## src/rtl/mem_axi_lsu_pkg.sv

```systemverilog
// Shared LSU definitions: RV32 funct3 codes, AXI response codes, FSM states.
// Misaligned-access classification is used when LSU_MISALIGN_CHECK_EN is defined.
package mem_axi_lsu_pkg;

  localparam int unsigned XLEN   = 32;
  localparam int unsigned STRB_W = XLEN / 8;

  localparam logic [2:0] FUNCT3_LB  = 3'b000;
  localparam logic [2:0] FUNCT3_LH  = 3'b001;
  localparam logic [2:0] FUNCT3_LW  = 3'b010;
  localparam logic [2:0] FUNCT3_LBU = 3'b100;
  localparam logic [2:0] FUNCT3_LHU = 3'b101;
  localparam logic [2:0] FUNCT3_SB  = 3'b000;
  localparam logic [2:0] FUNCT3_SH  = 3'b001;
  localparam logic [2:0] FUNCT3_SW  = 3'b010;

  localparam logic [1:0] AXI_RESP_OKAY = 2'b00;

  typedef enum logic [2:0] {
    IDLE    = 3'd0,
    RD_ADDR = 3'd1,
    RD_DATA = 3'd2,
    WR_REQ  = 3'd3,
    WR_RESP = 3'd4
  } lsu_state_e;

  // Unsupported funct3 codes count as word accesses.
  function automatic logic misaligned(input logic [2:0] f3, input logic we,
                                      input logic [1:0] lane);
    logic is_byte;
    logic is_half;
    if (we) begin
      is_byte = (f3 == FUNCT3_SB);
      is_half = (f3 == FUNCT3_SH);
    end else begin
      is_byte = (f3 == FUNCT3_LB) || (f3 == FUNCT3_LBU);
      is_half = (f3 == FUNCT3_LH) || (f3 == FUNCT3_LHU);
    end
    if (is_byte)      return 1'b0;
    else if (is_half) return lane[0];
    else              return (lane != 2'b00);
  endfunction

endpackage

```

## src/rtl/mem_axi_lsu_lane_align.sv

```systemverilog
// Combinational byte-lane logic: load extraction/extension from a read word,
// and store data replication plus write strobe generation.
module mem_axi_lsu_lane_align
  import mem_axi_lsu_pkg::*;
(
  input  logic [2:0]        ld_funct3,
  input  logic [1:0]        ld_lane,
  input  logic [XLEN-1:0]   rdata,
  output logic [XLEN-1:0]   ld_data,
  input  logic [2:0]        st_funct3,
  input  logic [1:0]        st_lane,
  input  logic [XLEN-1:0]   st_wdata,
  output logic [XLEN-1:0]   wdata,
  output logic [STRB_W-1:0] wstrb
);

  logic [7:0]  rbyte;
  logic [15:0] rhalf;

  always_comb begin
    rbyte = rdata[{ld_lane, 3'b000} +: 8];
    rhalf = rdata[{ld_lane[1], 4'b0000} +: 16];
    unique case (ld_funct3)
      FUNCT3_LB:  ld_data = {{24{rbyte[7]}}, rbyte};
      FUNCT3_LBU: ld_data = {24'd0, rbyte};
      FUNCT3_LH:  ld_data = {{16{rhalf[15]}}, rhalf};
      FUNCT3_LHU: ld_data = {16'd0, rhalf};
      FUNCT3_LW:  ld_data = rdata;
      default:    ld_data = rdata;
    endcase
  end

  // Narrow stores replicate across the word so the strobe alone picks the lane.
  always_comb begin
    unique case (st_funct3)
      FUNCT3_SB: begin
        wdata = {4{st_wdata[7:0]}};
        wstrb = 4'b0001 << st_lane;
      end
      FUNCT3_SH: begin
        wdata = {2{st_wdata[15:0]}};
        wstrb = 4'b0011 << {st_lane[1], 1'b0};
      end
      FUNCT3_SW: begin
        wdata = st_wdata;
        wstrb = 4'hF;
      end
      default: begin
        wdata = st_wdata;
        wstrb = 4'hF;
      end
    endcase
  end

endmodule

```

## src/rtl/mem_axi_lsu.sv

```systemverilog
// Memory-stage load/store unit running one AXI4-Lite transaction at a time.
// Define LSU_MISALIGN_CHECK_EN to trap misaligned H/W accesses without bus traffic.
module mem_axi_lsu
  import mem_axi_lsu_pkg::*;
#(
  parameter int unsigned ADDR_W = 32,
  parameter int unsigned DATA_W = 32
) (
  input  logic              clk,
  input  logic              rst,
  input  logic              req_valid,
  output logic              req_ready,
  input  logic              req_we,
  input  logic [2:0]        req_funct3,
  input  logic [ADDR_W-1:0] req_addr,
  input  logic [DATA_W-1:0] req_wdata,
  output logic              lsu_rvalid,
  output logic [DATA_W-1:0] load_data,
  output logic              store_done,
  output logic              bus_err,
  output logic              misalign_err,
  output logic [ADDR_W-1:0] m_araddr,
  output logic              m_arvalid,
  input  logic              m_arready,
  input  logic [DATA_W-1:0] m_rdata,
  input  logic [1:0]        m_rresp,
  input  logic              m_rvalid,
  output logic              m_rready,
  output logic [ADDR_W-1:0] m_awaddr,
  output logic              m_awvalid,
  input  logic              m_awready,
  output logic [DATA_W-1:0] m_wdata,
  output logic [3:0]        m_wstrb,
  output logic              m_wvalid,
  input  logic              m_wready,
  input  logic [1:0]        m_bresp,
  input  logic              m_bvalid,
  output logic              m_bready
);

  lsu_state_e  state;
  logic [1:0]  lane_q;
  logic [2:0]  funct3_q;
  logic        aw_done;
  logic        w_done;
  logic [DATA_W-1:0] ld_data;
  logic [DATA_W-1:0] st_data;
  logic [3:0]        st_strb;

  logic aw_hs, w_hs, aw_done_n, w_done_n, rd_fire, wr_fire, accept;

  mem_axi_lsu_lane_align u_lane_align (
    .ld_funct3 (funct3_q),
    .ld_lane   (lane_q),
    .rdata     (m_rdata),
    .ld_data   (ld_data),
    .st_funct3 (req_funct3),
    .st_lane   (req_addr[1:0]),
    .st_wdata  (req_wdata),
    .wdata     (st_data),
    .wstrb     (st_strb)
  );

  assign aw_hs     = m_awvalid & m_awready;
  assign w_hs      = m_wvalid & m_wready;
  assign aw_done_n = aw_done | aw_hs;
  assign w_done_n  = w_done | w_hs;
  assign rd_fire   = (state == RD_DATA) & m_rvalid;
  assign wr_fire   = (state == WR_RESP) & m_bvalid;
  assign accept    = req_valid & req_ready;

`ifdef LSU_MISALIGN_CHECK_EN
  logic mis_pend;
  logic mis_we;
  logic mis_req;

  assign mis_req      = misaligned(req_funct3, req_we, req_addr[1:0]);
  // The trap pulse cycle blocks acceptance so responses never overlap a new request.
  assign req_ready    = (state == IDLE) & ~mis_pend;
  assign misalign_err = ~rst & mis_pend;
  assign lsu_rvalid   = ~rst & (rd_fire | (mis_pend & ~mis_we));
  assign store_done   = ~rst & (wr_fire | (mis_pend & mis_we));
`else
  assign req_ready    = (state == IDLE);
  assign misalign_err = 1'b0;
  assign lsu_rvalid   = ~rst & rd_fire;
  assign store_done   = ~rst & wr_fire;
`endif

  assign load_data = rd_fire ? ld_data : '0;
  assign bus_err   = ~rst & ((rd_fire & (m_rresp != AXI_RESP_OKAY)) |
                             (wr_fire & (m_bresp != AXI_RESP_OKAY)));

  // Transaction FSM; all AXI valids/readies and payloads are registered.
  always_ff @(posedge clk) begin
    if (rst) begin
      state     <= IDLE;
      lane_q    <= '0;
      funct3_q  <= '0;
      aw_done   <= 1'b0;
      w_done    <= 1'b0;
      m_araddr  <= '0;
      m_arvalid <= 1'b0;
      m_rready  <= 1'b0;
      m_awaddr  <= '0;
      m_awvalid <= 1'b0;
      m_wdata   <= '0;
      m_wstrb   <= '0;
      m_wvalid  <= 1'b0;
      m_bready  <= 1'b0;
`ifdef LSU_MISALIGN_CHECK_EN
      mis_pend  <= 1'b0;
      mis_we    <= 1'b0;
`endif
    end else begin
`ifdef LSU_MISALIGN_CHECK_EN
      mis_pend <= 1'b0;
`endif
      unique case (state)
        IDLE: begin
          if (accept) begin
            lane_q   <= req_addr[1:0];
            funct3_q <= req_funct3;
`ifdef LSU_MISALIGN_CHECK_EN
            if (mis_req) begin
              mis_pend <= 1'b1;
              mis_we   <= req_we;
            end else
`endif
            if (req_we) begin
              m_awaddr  <= {req_addr[ADDR_W-1:2], 2'b00};
              m_wdata   <= st_data;
              m_wstrb   <= st_strb;
              m_awvalid <= 1'b1;
              m_wvalid  <= 1'b1;
              state     <= WR_REQ;
            end else begin
              m_araddr  <= {req_addr[ADDR_W-1:2], 2'b00};
              m_arvalid <= 1'b1;
              state     <= RD_ADDR;
            end
          end
        end
        RD_ADDR: begin
          if (m_arready) begin
            m_arvalid <= 1'b0;
            m_rready  <= 1'b1;
            state     <= RD_DATA;
          end
        end
        RD_DATA: begin
          if (m_rvalid) begin
            m_rready <= 1'b0;
            state    <= IDLE;
          end
        end
        WR_REQ: begin
          if (aw_hs) m_awvalid <= 1'b0;
          if (w_hs)  m_wvalid  <= 1'b0;
          if (aw_done_n && w_done_n) begin
            aw_done  <= 1'b0;
            w_done   <= 1'b0;
            m_bready <= 1'b1;
            state    <= WR_RESP;
          end else begin
            aw_done <= aw_done_n;
            w_done  <= w_done_n;
          end
        end
        WR_RESP: begin
          if (m_bvalid) begin
            m_bready <= 1'b0;
            state    <= IDLE;
          end
        end
        default: state <= IDLE;
      endcase
    end
  end

endmodule

```

## config.mk

```make
export PLATFORM = sky130hd
export DESIGN_NAME = mem_axi_lsu
export DESIGN_NICKNAME = d
export VERILOG_FILES = /design/src/rtl/mem_axi_lsu_pkg.sv /design/src/rtl/mem_axi_lsu_lane_align.sv /design/src/rtl/mem_axi_lsu.sv
export SDC_FILE = /design/constraint.sdc
export NUM_CORES = 1
export LEC_CHECK = 0
export ABC_AREA = 1
export ABC_CLOCK_PERIOD_IN_PS = 1900
export BUFFER_PORTS_ARGS = -buffer_cell sky130_fd_sc_hd__buf_2
export CORE_MARGIN = 3
export CORE_UTILIZATION = 47
export CTS_BUF_LIST = sky130_fd_sc_hd__clkbuf_8 sky130_fd_sc_hd__clkbuf_16
export DETAILED_ROUTE_END_ITERATION = 7
export PLACE_DENSITY_LB_ADDON = 0.05
export SLEW_MARGIN = 20
export SYNTH_ARGS = -nofsm -noshare
export SYNTH_HDL_FRONTEND = slang
export SYNTH_SLANG_ARGS = --single-unit
```

## constraint.sdc

```tcl
create_clock -name clk -period 1.9 [get_ports clk]
set_clock_uncertainty 0.15 [all_clocks]
set_input_delay 0.095 -clock clk [delete_from_list [all_inputs] [get_ports clk]]
set_output_delay 0.095 -clock clk [all_outputs]
set_load 0.01 [all_outputs]
```

# --- Word level (Yosys, flattened, before mapping) ---
# Cells that the tools add are included.
classes:
  eq_ne: 17
  shift: 4
  muxes: 29
  bitwise: 15
  reduce_logical: 19
op_table:
  columns: ["operator", "count"]
  rows:
  - ["one-hot mux 32 bit (4 select lines)", 1]
  - ["one-hot mux 32 bit (2 select lines)", 1]
  - ["2-to-1 mux 32 bit", 1]
  - ["variable part select 32 x 6 -> 16 bit", 1]
  - ["variable part select 32 x 6 -> 8 bit", 1]
  - ["2-to-1 mux 3 bit", 5]
  - ["one-hot mux 3 bit (5 select lines)", 1]
  - ["!= test 2 bit (second input constant)", 7]
  - ["2-to-1 mux 1 bit", 13]
  - ["AND reduction 3 bit", 4]
  - ["AND reduction 4 bit", 3]
  - ["nonzero test 2 bit", 6]
  - ["AND 1 bit", 10]
  - ["one-hot mux 1 bit (2 select lines)", 5]
  - ["equality test 3 x 1 -> 1 bit (second input constant)", 3]
  - ["equality test 3 bit (second input constant)", 3]
  - ["zero test 3 bit", 3]
  - ["one-hot mux 4 bit (2 select lines)", 1]
  - ["equality test 3 x 2 -> 1 bit (second input constant)", 2]
  - ["AND reduction 5 bit", 1]
  - ["!= test 2 x 1 -> 1 bit (second input constant)", 2]
  - ["<< shifter 1 x 2 -> 4 bit (first input constant)", 1]
  - ["<< shifter 2 x 2 -> 4 bit (first input constant)", 1]
  - ["bitwise OR 1 bit", 3]
  - ["other kinds (4)", 5]
word_totals:
  reg_bits: 111
  input_bits: 112
  out_inout_bits: 142
  wordCells: 98

# --- Longest topological paths before layout ---
# Gate-level depths: netlist of the first run.
logic_depth:
  ltp_word: 5
  mapped_depth: 9
  depth_no_buf: 8

# --- Modules after synthesis ---
# Synthesis of the first run repeated with hierarchy kept, for this count alone.
hier_totals:
  cells_unflattened: 866
  area_unflattened_um2: 5740.5
by_module_without_submodules:
  columns: ["mod", "instances", "cells_each", "area_per_inst_um2", "seq_area_each_um2"]
  rows:
  - ["mem_axi_lsu", 1, 607, 4509.3, 2222.1]
  - ["mem_axi_lsu_lane_align", 1, 259, 1231.2, 0.0]

# --- Worst setup path after synthesis of the first run ---
# OpenSTA, ideal clock, no wires.
synth_path:
  path_kind: "flip-flop to output port"
  from: "register lane_q[1]"
  to: "output port load_data[21]"
  arrival_time_ns: 1.268
  required_ns: 1.655
  setup_slack_ns: 0.387
  stages_incl_launch_ff: 10
  path_buffers: 2
  path_cell_list: "dfxtp_1 buf_4 inv_4 o211ai_1 nand2_1 nand2_2 nand2_1 nand2_2 buf_6 nor2_1"
synth_via:
  elab_chain_cells: 3
  elab_cells_between_ends: 4
  cone_classes: "shift: 2; mux: 2"
synth_lines:
  columns: ["element", "line_no", "rtl"]
  rows:
  - ["start: declaration", "mem_axi_lsu.sv:42", "logic [1:0] lane_q;"]
  - ["start signal: assignment", "mem_axi_lsu.sv:122", "lane_q <= req_addr[1:0];"]
  - ["variable part select 32 x 6 -> 16 bit / variable part select 32 x 6 -> 8 bit (equally long branches)", "mem_axi_lsu_lane_align.sv:22, mem_axi_lsu_lane_align.sv:21", null]
  - ["one-hot mux 32 bit (4 select lines) *", "mem_axi_lsu_lane_align.sv:23", "unique case (ld_funct3)"]
  - ["2-to-1 mux 32 bit *", "mem_axi_lsu.sv:90", "assign load_data = rd_fire ? ld_data : '0;"]
  - ["end: declaration", "mem_axi_lsu.sv:18", "output logic [DATA_W-1:0] load_data,"]
# Mark *: on every way between the ends. The rest lies on a longest branch, timed or not.

# --- Final worst setup path of the first run ---
layout_path:
  from: "register lane_q[1]"
  to: "output port load_data[23]"
# The elaborated chain is that of the path after synthesis.

==> results.sh, run 1 <==
export IMPL_core_um2=10900
export IMPL_critPathMaxFanout=8
export IMPL_dieHeight_um=112
export IMPL_clockPowerShare_pct=17.4
export IMPL_vdd_drop_max_mv=0.581
export IMPL_ant_nets=0
export IMPL_finalSetupViolations=13
export IMPL_track_usage_pct=28.4
export IMPL_yosys_top_cells_area="dfxtp_1 (42%), nor2_1 (11%), nand2_1 (8.7%)"
export IMPL_synth_commonest_cells="nor2_1 (152), nand2_1 (123), dfxtp_1 (111)"
export IMPL_grt_max_degree=57
export IMPL_clock_sinks=111
export IMPL_yosysWarnings=0
export IMPL_synth_flop_cell="dfxtp_1"
export IMPL_cap_violations=0
export IMPL_required_ps=1650
export IMPL_synth_cell_type_count=29
export IMPL_synth_top_cell_by_area="dfxtp_1"
export IMPL_worst_slew_pin_transition_ps=551
export IMPL_drt_iter0_drc=546
export IMPL_initial_utilization_pct=48.5
export IMPL_n_antenna_cell=0
export IMPL_cts_inserted_buffers=9
export IMPL_synth_cells=756
export IMPL_fin_nets=1197
export IMPL_die_area_um2=12500
export IMPL_area_delta_synth_final_pct=53.4
export IMPL_seq_power_share_pct=37.0
export IMPL_pre_cts_ws_ps=64.9
export IMPL_layout_setup_ws_ps=-38.0
export IMPL_grt_setup_unrepaired="true"
export IMPL_root_buffer="clkbuf_8"
export IMPL_drt_pass1_iter_count=7
export IMPL_finalCritPeriodShare_pct=102
export IMPL_clk_insertion_delay_late_ps=370
export IMPL_fill_cells=869
export IMPL_swShare_pct=40.9
export IMPL_overflow=0
export IMPL_cts_tree="built"
export IMPL_drive_above_1_share_pct=33.1
export IMPL_antenna_found_initial=1
export IMPL_hold_viol_final=0
export IMPL_synth_edf_count=0
export IMPL_dp_hpwl_um=12000
export IMPL_grt_pass1_wl_um=29800
export IMPL_wl_um=19000
export IMPL_async_flop_share_pct=0
export IMPL_violations="setup timing"
export IMPL_regArea_um2=2250
export IMPL_drv_slew=0
export IMPL_switchingPower_mw=3.33
export IMPL_die_width_um=112
export IMPL_start_kind="register"
export IMPL_cts_buffer_depth=2
export IMPL_multi_input_area_um2=2810
export IMPL_cp_arrival_ps=1690
export IMPL_combPwrFrac_pct=45.6
export IMPL_min_path_type="in2reg"
export IMPL_leakagePower_nw=4.06
export IMPL_htreeDepth=3
export IMPL_vias_per_cell=5.35
export IMPL_syn_area_um2=5280
export IMPL_fin_crit_ps=1940
export IMPL_end_kind="output pin"
export IMPL_yosysMostFrequentCell="nor2_1"
export IMPL_synth_seq_area_share_pct=42.1
export IMPL_power_density_nw_per_um2=1000
export IMPL_fmax_mhz=516
export IMPL_rows=38
export IMPL_top_level_ports=254
export IMPL_routedWlPerCell_um=15.5
export IMPL_ff2ff_setup_slack_ps=90
export IMPL_io_buffer_count=248
export IMPL_status="finished, violations left"
export IMPL_synth_top_area_share_pct=42.1
export IMPL_utilization_pct=74.4
export IMPL_first_global_vias=6158
export IMPL_gp_congestion=0.937
export IMPL_clk_pin_slew_ps=110
export IMPL_drc_errors=0
export IMPL_crit_type="reg2out"
export IMPL_synth_avg_cell_area_um2=6.99
export IMPL_ys_ff_latch=111
export IMPL_vias=6578
export IMPL_internal_power_mw=4.81
export IMPL_max_slew_margin_rel_pct=63.1
## kinds of logic (layout without fill, tap and decap cells)
kind of cell | Yosys count | after routing | share of synthesized area [%]
simple gates | 357 | 359 | 28.0
compound gates | 195 | 195 | 20.7
flops | 111 | 111 | 42.1
buf+inv | 92 | 420 | 9.14
other cells | 1 | 5 | 0.0710
## area by class of cell
class / instances / area share, %
Timing Repair Buffer: 369 / 31.2
Clock inverter: 7 / 0.895
Clock buffer: 9 / 1.53
Tap cell: 140 / 2.16
Sequential cell: 111 / 27.7
Multi-Input combinational cell: 559 / 34.7
Inverter: 35 / 1.84
## timing repair
action | CTS | global route
hold endpoints to repair | 107 | 0
pin swaps | 3 | 8
setup buffers | 10 | 13
resized for setup | 30 | 63
setup endpoints to repair | 32 | 121
cloned | 2 | 3
hold buffers | 79 | 0
## sequential cells by signal, summed over array words and instances, names as in the netlist, 2 cells and up
name	count
funct3_q	3
lane_q	2
m_araddr	30
m_awaddr	30
m_wdata	32
m_wstrb	4
state	3
## per-layer routing
| layer | GRT usage (%) | routed length [um] | vias up | part of all wire [%] |
|---|---|---|---|---|
| li1 | - | - | 3165 | - |
| met4 | 9.05 | 473 | 2 | 2.5 |
| met3 | 6.30 | 1660 | 49 | 8.7 |
| met5 | 0 | 18 | - | 0.095 |
| met1 | 35.4 | 7570 | 3007 | 40 |
| met2 | 48.8 | 9300 | 355 | 49 |
## through the flow
stage / power (mW) / hold slack (ps) / setup TNS, ps / cells / area [um^2]
2_1_floorplan: 4.86 / 79.9 / 0 / 760 / 5300
3_3_place_gp: 5.71 / 188 / 0 / 1107 / 6520
3_5_place_dp: 5.79 / 191 / 0 / 1107 / 6520
4_1_cts: 7.62 / 12.5 / -12.5 / 1214 / 7720
5_1_grt: 8.67 / 42.5 / -2720 / 1230 / 8100
6_report: 8.14 / 20.4 / -229 / 1230 / 8100
## power groups by stage
stage / clock (mW) / sequential [mW] / combinational [mW]
after floorplan: 0 / 3.13 / 1.74
after global placement: 0 / 3.01 / 2.70
after detailed placement: 0 / 3.02 / 2.77
after CTS: 1.44 / 2.99 / 3.19
after global routing: 1.55 / 3.07 / 4.05
final: 1.42 / 3.01 / 3.71
## worst paths after layout
path / from / endpoint / cells past startpoint
worst max register to register: state[2] / m_wdata[19] / 7
worst max-delay path: lane_q[1] / load_data[23] / 7
worst min-delay path: req_funct3[0] / funct3_q[0] / 3
worst min register to register: m_arvalid / m_arvalid / 2
## placed cells by master, fill, tap and decap left out, drive strengths merged
cell type and n:
a211oi 1, a21oi 60, a31oi 2, buf 288, clkbuf 11, clkinv 4
conb 5, dfxtp 111, dlygate4sd3 79, inv 38, nand2 129, nand3 71
nor2 155, nor3 3, nor4 1, o2111ai 1, o211a 16, o211ai 10
o21ai 104, o221ai 1
## worst max-delay path: stages (launching register included)
cell     delay (ps)
dfxtp_4         440
buf_8           130
nand2_2          60
a31oi_4         220
nand2_8         120
nand2_8         140
nor2_2           50
buf_2           150
(Power assumes the default switching activity.)
==> run 2, diff against run 1 <==
Settings changed: PLACE_DENSITY from default to 0.87, PLACE_DENSITY_LB_ADDON 0.05 to default.
==> run 2 against run 1 <==
The run still ends with setup timing left. Register-to-register slack is essentially flat. Utilization shrank 2.9 points. Final cell count shrank 1.1%. Worst hold slack gained 6.7 ps. Clock-buffer cell count is the same. First-iteration DRC count grew 49%. Sequential power is essentially flat. Flip-flop and latch count is the same. Power shrank 4.3%. Fmax shrank 2.7%. Largest cell class unchanged.
==> results.sh, run 2 (synthesis results as in run 1) <==
export IMPL_swShare_pct=41.2
export IMPL_root_buffer="clkbuf_8"
export IMPL_place_inst=1111
export IMPL_core_um2=10900
export IMPL_drt_iter0_drc=812
export IMPL_total_power_mw=7.79
export IMPL_cts_tree="built"
export IMPL_clk_pin_slew_ps=120
export IMPL_cts_buffer_depth=2
export IMPL_vias=6791
export IMPL_track_usage_pct=31.3
export IMPL_finalCritPeriodShare_pct=105
export IMPL_drt_pass1_iter_count=7
export IMPL_first_global_vias=6493
export IMPL_largestRegisters="m_wdata: 32 flops, m_araddr: 30 flops, m_awaddr: 30 flops"
export IMPL_gp_congestion=0.921
export IMPL_grt_pass1_wl_um=32300
export IMPL_dieHeight_um=112
export IMPL_layout_setup_ws_ps=-92.5
export IMPL_wl_um=20800
export IMPL_largest_reg_flops=32
export IMPL_initial_utilization_pct=48.5
export IMPL_fin_crit_ps=1990
export IMPL_vdd_drop_max_mv=0.653
export IMPL_fmax_mhz=502
export IMPL_hold_viol_final=0
export IMPL_fill_cells=815
export IMPL_ant_nets=0
export IMPL_rows=38
export IMPL_drive_above_1_share_pct=30.9
export IMPL_clk_insertion_delay_late_ps=370
export IMPL_io_buffer_count=248
export IMPL_fin_nets=1181
export IMPL_drv_slew=0
export IMPL_routedWlPerCell_um=17.1
export IMPL_required_ps=1650
export IMPL_finalSetupViolations=22
export IMPL_overflow=0
export IMPL_violations="setup timing"
export IMPL_die_area_um2=12500
export IMPL_rr_worst_depth=6
export IMPL_top_level_ports=254
export IMPL_max_flop_register="m_wdata"
export IMPL_seq_power_share_pct=38.7
export IMPL_leakagePower_nw=3.97
export IMPL_cap_violations=0
export IMPL_crit_type="reg2out"
export IMPL_vias_per_cell=5.58
export IMPL_dp_hpwl_um=12700
export IMPL_min_path_type="in2reg"
export IMPL_status="finished, violations left"
export IMPL_grt_max_degree=51
export IMPL_die_width_um=112
export IMPL_clock_sinks=111
export IMPL_end_kind="output pin"
export IMPL_cts_inserted_buffers=9
export IMPL_switchingPower_mw=3.21
export IMPL_start_kind="register"
export IMPL_drc_errors=0
export IMPL_holdPathStages=5
export IMPL_internal_power_mw=4.58
export IMPL_critPathMaxFanout=8
export IMPL_area_delta_synth_final_pct=47.4
export IMPL_clockPowerShare_pct=18.7
export IMPL_power_density_nw_per_um2=1000
export IMPL_combPwrFrac_pct=42.7
export IMPL_layout_commonest_cell="buf_2"
export IMPL_grt_setup_unrepaired="true"
export IMPL_cp_arrival_ps=1750
export IMPL_final_cell_mix="buf_2 (248), nor2_1 (148), nand2_1 (121), dfxtp_1 (104), dlygate4sd3_1 (78)"
export IMPL_antenna_found_initial=1
export IMPL_instances_no_fill=1216
export IMPL_htreeDepth=3
run 2: cell count changes in the layout (fill, tap and decap cells not counted), sizes merged:
| cell | before | now |
|---|---|---|
| diode | 0 | 2 |
| buf | 288 | 274 |
| dlygate4sd3 | 79 | 78 |
| clkbuf | 11 | 10 |
run 2: area by class of cell:
class / instances / area [um^2] / share of cell area (%)
multi-input cells: 559 / 2700 / 34.6
flip-flops and latches: 111 / 2240 / 28.8
diodes: 2 / 5.00 / 0.0643
inverters: 35 / 151 / 1.94
well taps: 140 / 175 / 2.25
clock buffers: 9 / 124 / 1.59
repair buffers: 353 / 2310 / 29.7
clock inverters: 7 / 81.3 / 1.04
run 2: stage by stage:
stage	util [%]	TNS [ps]	instance area, um^2	setup slack, ps	hold WS [ps]
2_1_floorplan	-	0	5300	387	79.9
3_3_place_gp	60.4	0	6580	201	184
3_5_place_dp	60.4	0	6580	149	193
4_1_cts	70.0	-412	7620	-60.7	7.92
5_1_grt	71.5	-3020	7780	-161	41.0
6_report	71.5	-638	7780	-92.5	27.1
run 2: repair_timing:
action,CTS,global route
endpoints found under the setup margin,33,60
endpoints found under the hold margin,108,0
resized for setup,13,33
hold buffers,78,0
pin swaps,3,4
buffers inserted,3,3
gates cloned,0,3
run 2: power by group through the flow:
stage / Combinational (mW) / Sequential, mW / Clock, mW
after floorplan: 1.74 / 3.13 / 0
after global placement: 2.83 / 3.00 / 0
after detailed placement: 2.86 / 3.00 / 0
after CTS: 3.05 / 2.98 / 1.48
after global routing: 3.65 / 3.05 / 1.56
final: 3.33 / 3.01 / 1.46
run 2: worst paths after layout:
| path | from | slack [ps] | to |
|---|---|---|---|
| min reg2reg | m_araddr[3] | 320 | m_araddr[3] |
| max | state[1] | -90 | load_data[5] |
| min | req_valid | 30 | m_arvalid |
| max reg2reg | state[1] | 90 | m_wdata[20] |
run 2: metal layers:
layer  up-vias  GRT usage [%]  part of all wire [%]
li1       3136              -                     -
met1      3046           35.8                    36
met2       483           52.5                    48
met3       126           6.90                   9.1
met4         0           20.7                   7.3
met5         -              0                     0
run 2: critical path, stage by stage (launching register included):
cell and delay [ps]:
dfxtp_4 400, nand2_2 80, nor3_4 240, buf_12 160, o211ai_1 140, nor2_1 180, buf_2 160
==> run 3, diff against run 2 <==
Settings changed: ABC_AREA 1 to 0, SLEW_MARGIN 20 to default.
==> run 3 against run 2 <==
The run still ends with setup timing left. Synthesized area is 2.1% higher. Non-clock buffer count is 21 higher. Register-to-register slack worse by 170 ps. Die area is 2.0% higher. Final cell count is 8.5% lower. Worst hold slack worse by 4.6 ps. Combinational power is 49% lower. Final area is 9.0% higher. Sequential share of layout area is 2.5 points lower. Flip-flop and latch count stayed put. Fmax is 8.4% lower. Clock power is 23% higher. Critical endpoint is now load_data[9]. Largest cell class unchanged. Highest routed layer unchanged.
==> results.sh, run 3 <==
export IMPL_cts_tree="built"
export IMPL_grt_setup_unrepaired="true"
export IMPL_worstHoldStart="req_funct3[2]"
export IMPL_rr_worst_depth=4
export IMPL_crit_type="reg2out"
export IMPL_synth_cell_type_count=43
export IMPL_drc_errors=0
export IMPL_layout_commonest_cell="buf_2"
export IMPL_finalSetupViolations=33
export IMPL_synth_flop_cell="dfxtp_1"
export IMPL_synth_avg_cell_area_um2=8.19
export IMPL_critPathMaxFanout=5
export IMPL_fin_crit_ps=2180
export IMPL_final_cell_mix="buf_2 (246), dfxtp_1 (106), a21oi_1 (102), o21ai_0 (72)"
export IMPL_layout_setup_ws_ps=-275
export IMPL_holdPathStages=3
export IMPL_syn_area_um2=5390
export IMPL_start_kind="register"
export IMPL_core_um2=11000
export IMPL_r2r_end="m_araddr[5]"
export IMPL_synth_top_area_share_pct=41.2
export IMPL_setup_tns_ps=-6580
export IMPL_synth_edf_count=0
export IMPL_async_flop_share_pct=0
export IMPL_yosys_top_cells_area="dfxtp_1 (41%), a21oi_1 (9.5%), o21ai_0 (8.7%)"
export IMPL_antenna_found_initial=1
export IMPL_die_width_um=113
export IMPL_yosysMostFrequentCell="dfxtp_1"
export IMPL_hold_viol_final=0
export IMPL_required_ps=1650
export IMPL_crit_buf_inv=3
export IMPL_drt_pass1_iter_count=8
export IMPL_gp_congestion=0.938
export IMPL_status="finished, violations left"
export IMPL_htreeDepth=3
export IMPL_clk_pin_slew_ps=70
export IMPL_hold_ws_ps=22.5
export IMPL_clock_sinks=111
export IMPL_worstPathCellList="buf_6, buf_12, mux2i_1, nor2b_1, o311a_1, buf_2"
export IMPL_grt_pass1_wl_um=33800
export IMPL_rows=38
export IMPL_min_path_type="in2reg"
export IMPL_dp_hpwl_um=12700
export IMPL_cts_inserted_buffers=9
export IMPL_ys_ff_latch=111
export IMPL_top_level_ports=254
export IMPL_routedWlPerCell_um=21.7
export IMPL_largest_reg_flops=32
export IMPL_vdd_drop_max_mv=0.559
export IMPL_wl_um=24200
export IMPL_overflow=0
export IMPL_fin_nets=1080
export IMPL_cp_arrival_ps=1930
export IMPL_die_area_um2=12800
export IMPL_root_buffer="clkbuf_16"
export IMPL_finalCritPeriodShare_pct=114
export IMPL_ff2ff_setup_slack_ps=-80
export IMPL_hold_path_end="funct3_q[2]"
export IMPL_area_delta_synth_final_pct=57.2
export IMPL_largestRegisters="m_wdata: 32 flops, m_araddr: 30 flops, m_awaddr: 30 flops"
export IMPL_cap_violations=0
export IMPL_cp_top_family="buffers and inverters"
export IMPL_cts_buffer_depth=2
export IMPL_slowest_stage="o311a_1"
export IMPL_leakagePower_nw=3.64
export IMPL_r2r_start="state[0]"
export IMPL_first_global_vias=6452
export IMPL_track_usage_pct=32.5
export IMPL_io_buffer_count=248
export IMPL_end_kind="output pin"
export IMPL_yosysWarnings=0
export IMPL_synth_seq_area_share_pct=41.2
export IMPL_cpPeakStageDelay_ps=360
export IMPL_initial_utilization_pct=48.9
export IMPL_drive_above_1_share_pct=40.7
export IMPL_drt_iter0_drc=853
export IMPL_pre_cts_ws_ps=-102
export IMPL_violations="setup timing"
export IMPL_synth_commonest_cells="dfxtp_1 (111), a21oi_1 (102), o21ai_0 (94)"
export IMPL_utilization_pct=76.9
export IMPL_vias_per_cell=6.29
export IMPL_clk_insertion_delay_late_ps=330
export IMPL_vias=7003
export IMPL_dieHeight_um=113
export IMPL_fmax_mhz=460
export IMPL_drv_slew=0
export IMPL_max_flop_register="m_wdata"
export IMPL_synth_cells=659
export IMPL_grt_max_degree=90
export IMPL_ant_nets=0
export IMPL_power_density_nw_per_um2=716
export IMPL_synth_top_cell_by_area="dfxtp_1"
-- run 3: area by class of cell --
class | instances | area (um^2)
repair buffers | 374 | 2580
inverters | 8 | 30.0
flip-flops and latches | 111 | 2230
clock buffers | 10 | 239
multi-input cells | 464 | 3180
clock inverters | 5 | 42.5
fillers | 706 | 2550
well taps | 140 | 175
diodes | 1 | 2.50
-- run 3: where the power goes --
| part | internal (mW) | total (mW) | switching (mW) |
|---|---|---|---|
| registers | 2.47 | 2.56 | 0.0897 |
| logic | 0.745 | 1.71 | 0.968 |
| clock network | 0.932 | 1.80 | 0.870 |
| total | 4.15 | 6.08 | 1.93 |
-- run 3: cells by family (layout without fill, tap and decap cells) --
| family | count (synthesis) | after routing | synth area share [%] |
|---|---|---|---|
| compound gates | 261 | 261 | 28.8 |
| buf+inv | 88 | 397 | 7.05 |
| flops | 111 | 111 | 41.2 |
| mux | 34 | 34 | 6.52 |
| other cells | 1 | 6 | 0.0695 |
| simple gates | 164 | 164 | 16.4 |
-- run 3: per-layer routing --
layer	up-vias	share of wire (%)	routed length, um	GRT usage (%)
met5	-	0	0	0
met4	0	6.6	1590	17.5
met3	139	9.5	2300	7.38
met2	556	49	11900	58.2
met1	3284	34	8340	35.5
li1	3024	-	-	-
-- run 3: per-stage QoR --
stage / power [mW] / area (um^2) / std cells
after floorplan: 3.32 / 5410 / 663
after global placement: 3.86 / 6880 / 1009
after detailed placement: 3.88 / 6880 / 1009
after CTS: 5.87 / 8170 / 1105
after global routing: 6.30 / 8480 / 1113
final: 6.08 / 8480 / 1113
-- run 3: how the worst max path moves through the flow --
stage	start	end	cells after the start
after floorplan	funct3_q[1]	load_data[7]	4
after detailed placement	lane_q[1]	load_data[9]	4
final	lane_q[1]	load_data[9]	6
after global routing	state[0]	load_data[0]	7
after global placement	lane_q[1]	load_data[9]	4
after CTS	state[0]	load_data[1]	7
-- run 3: timing repair --
item / in CTS / in global routing
hold endpoints to repair: 106 / 0
endpoints found under the setup margin: 40 / 41
gates cloned: 1 / 1
setup buffers: 9 / 6
hold buffers: 71 / 0
pin swaps: 11 / 7
resized for setup: 51 / 56
-- run 3: worst reg2reg max path, cell delays in order, from the launching register on --
cell and delay [ps]:
dfxtp_2 340, or4b_4 580, buf_6 240, o21ai_0 340, a21oi_1 200
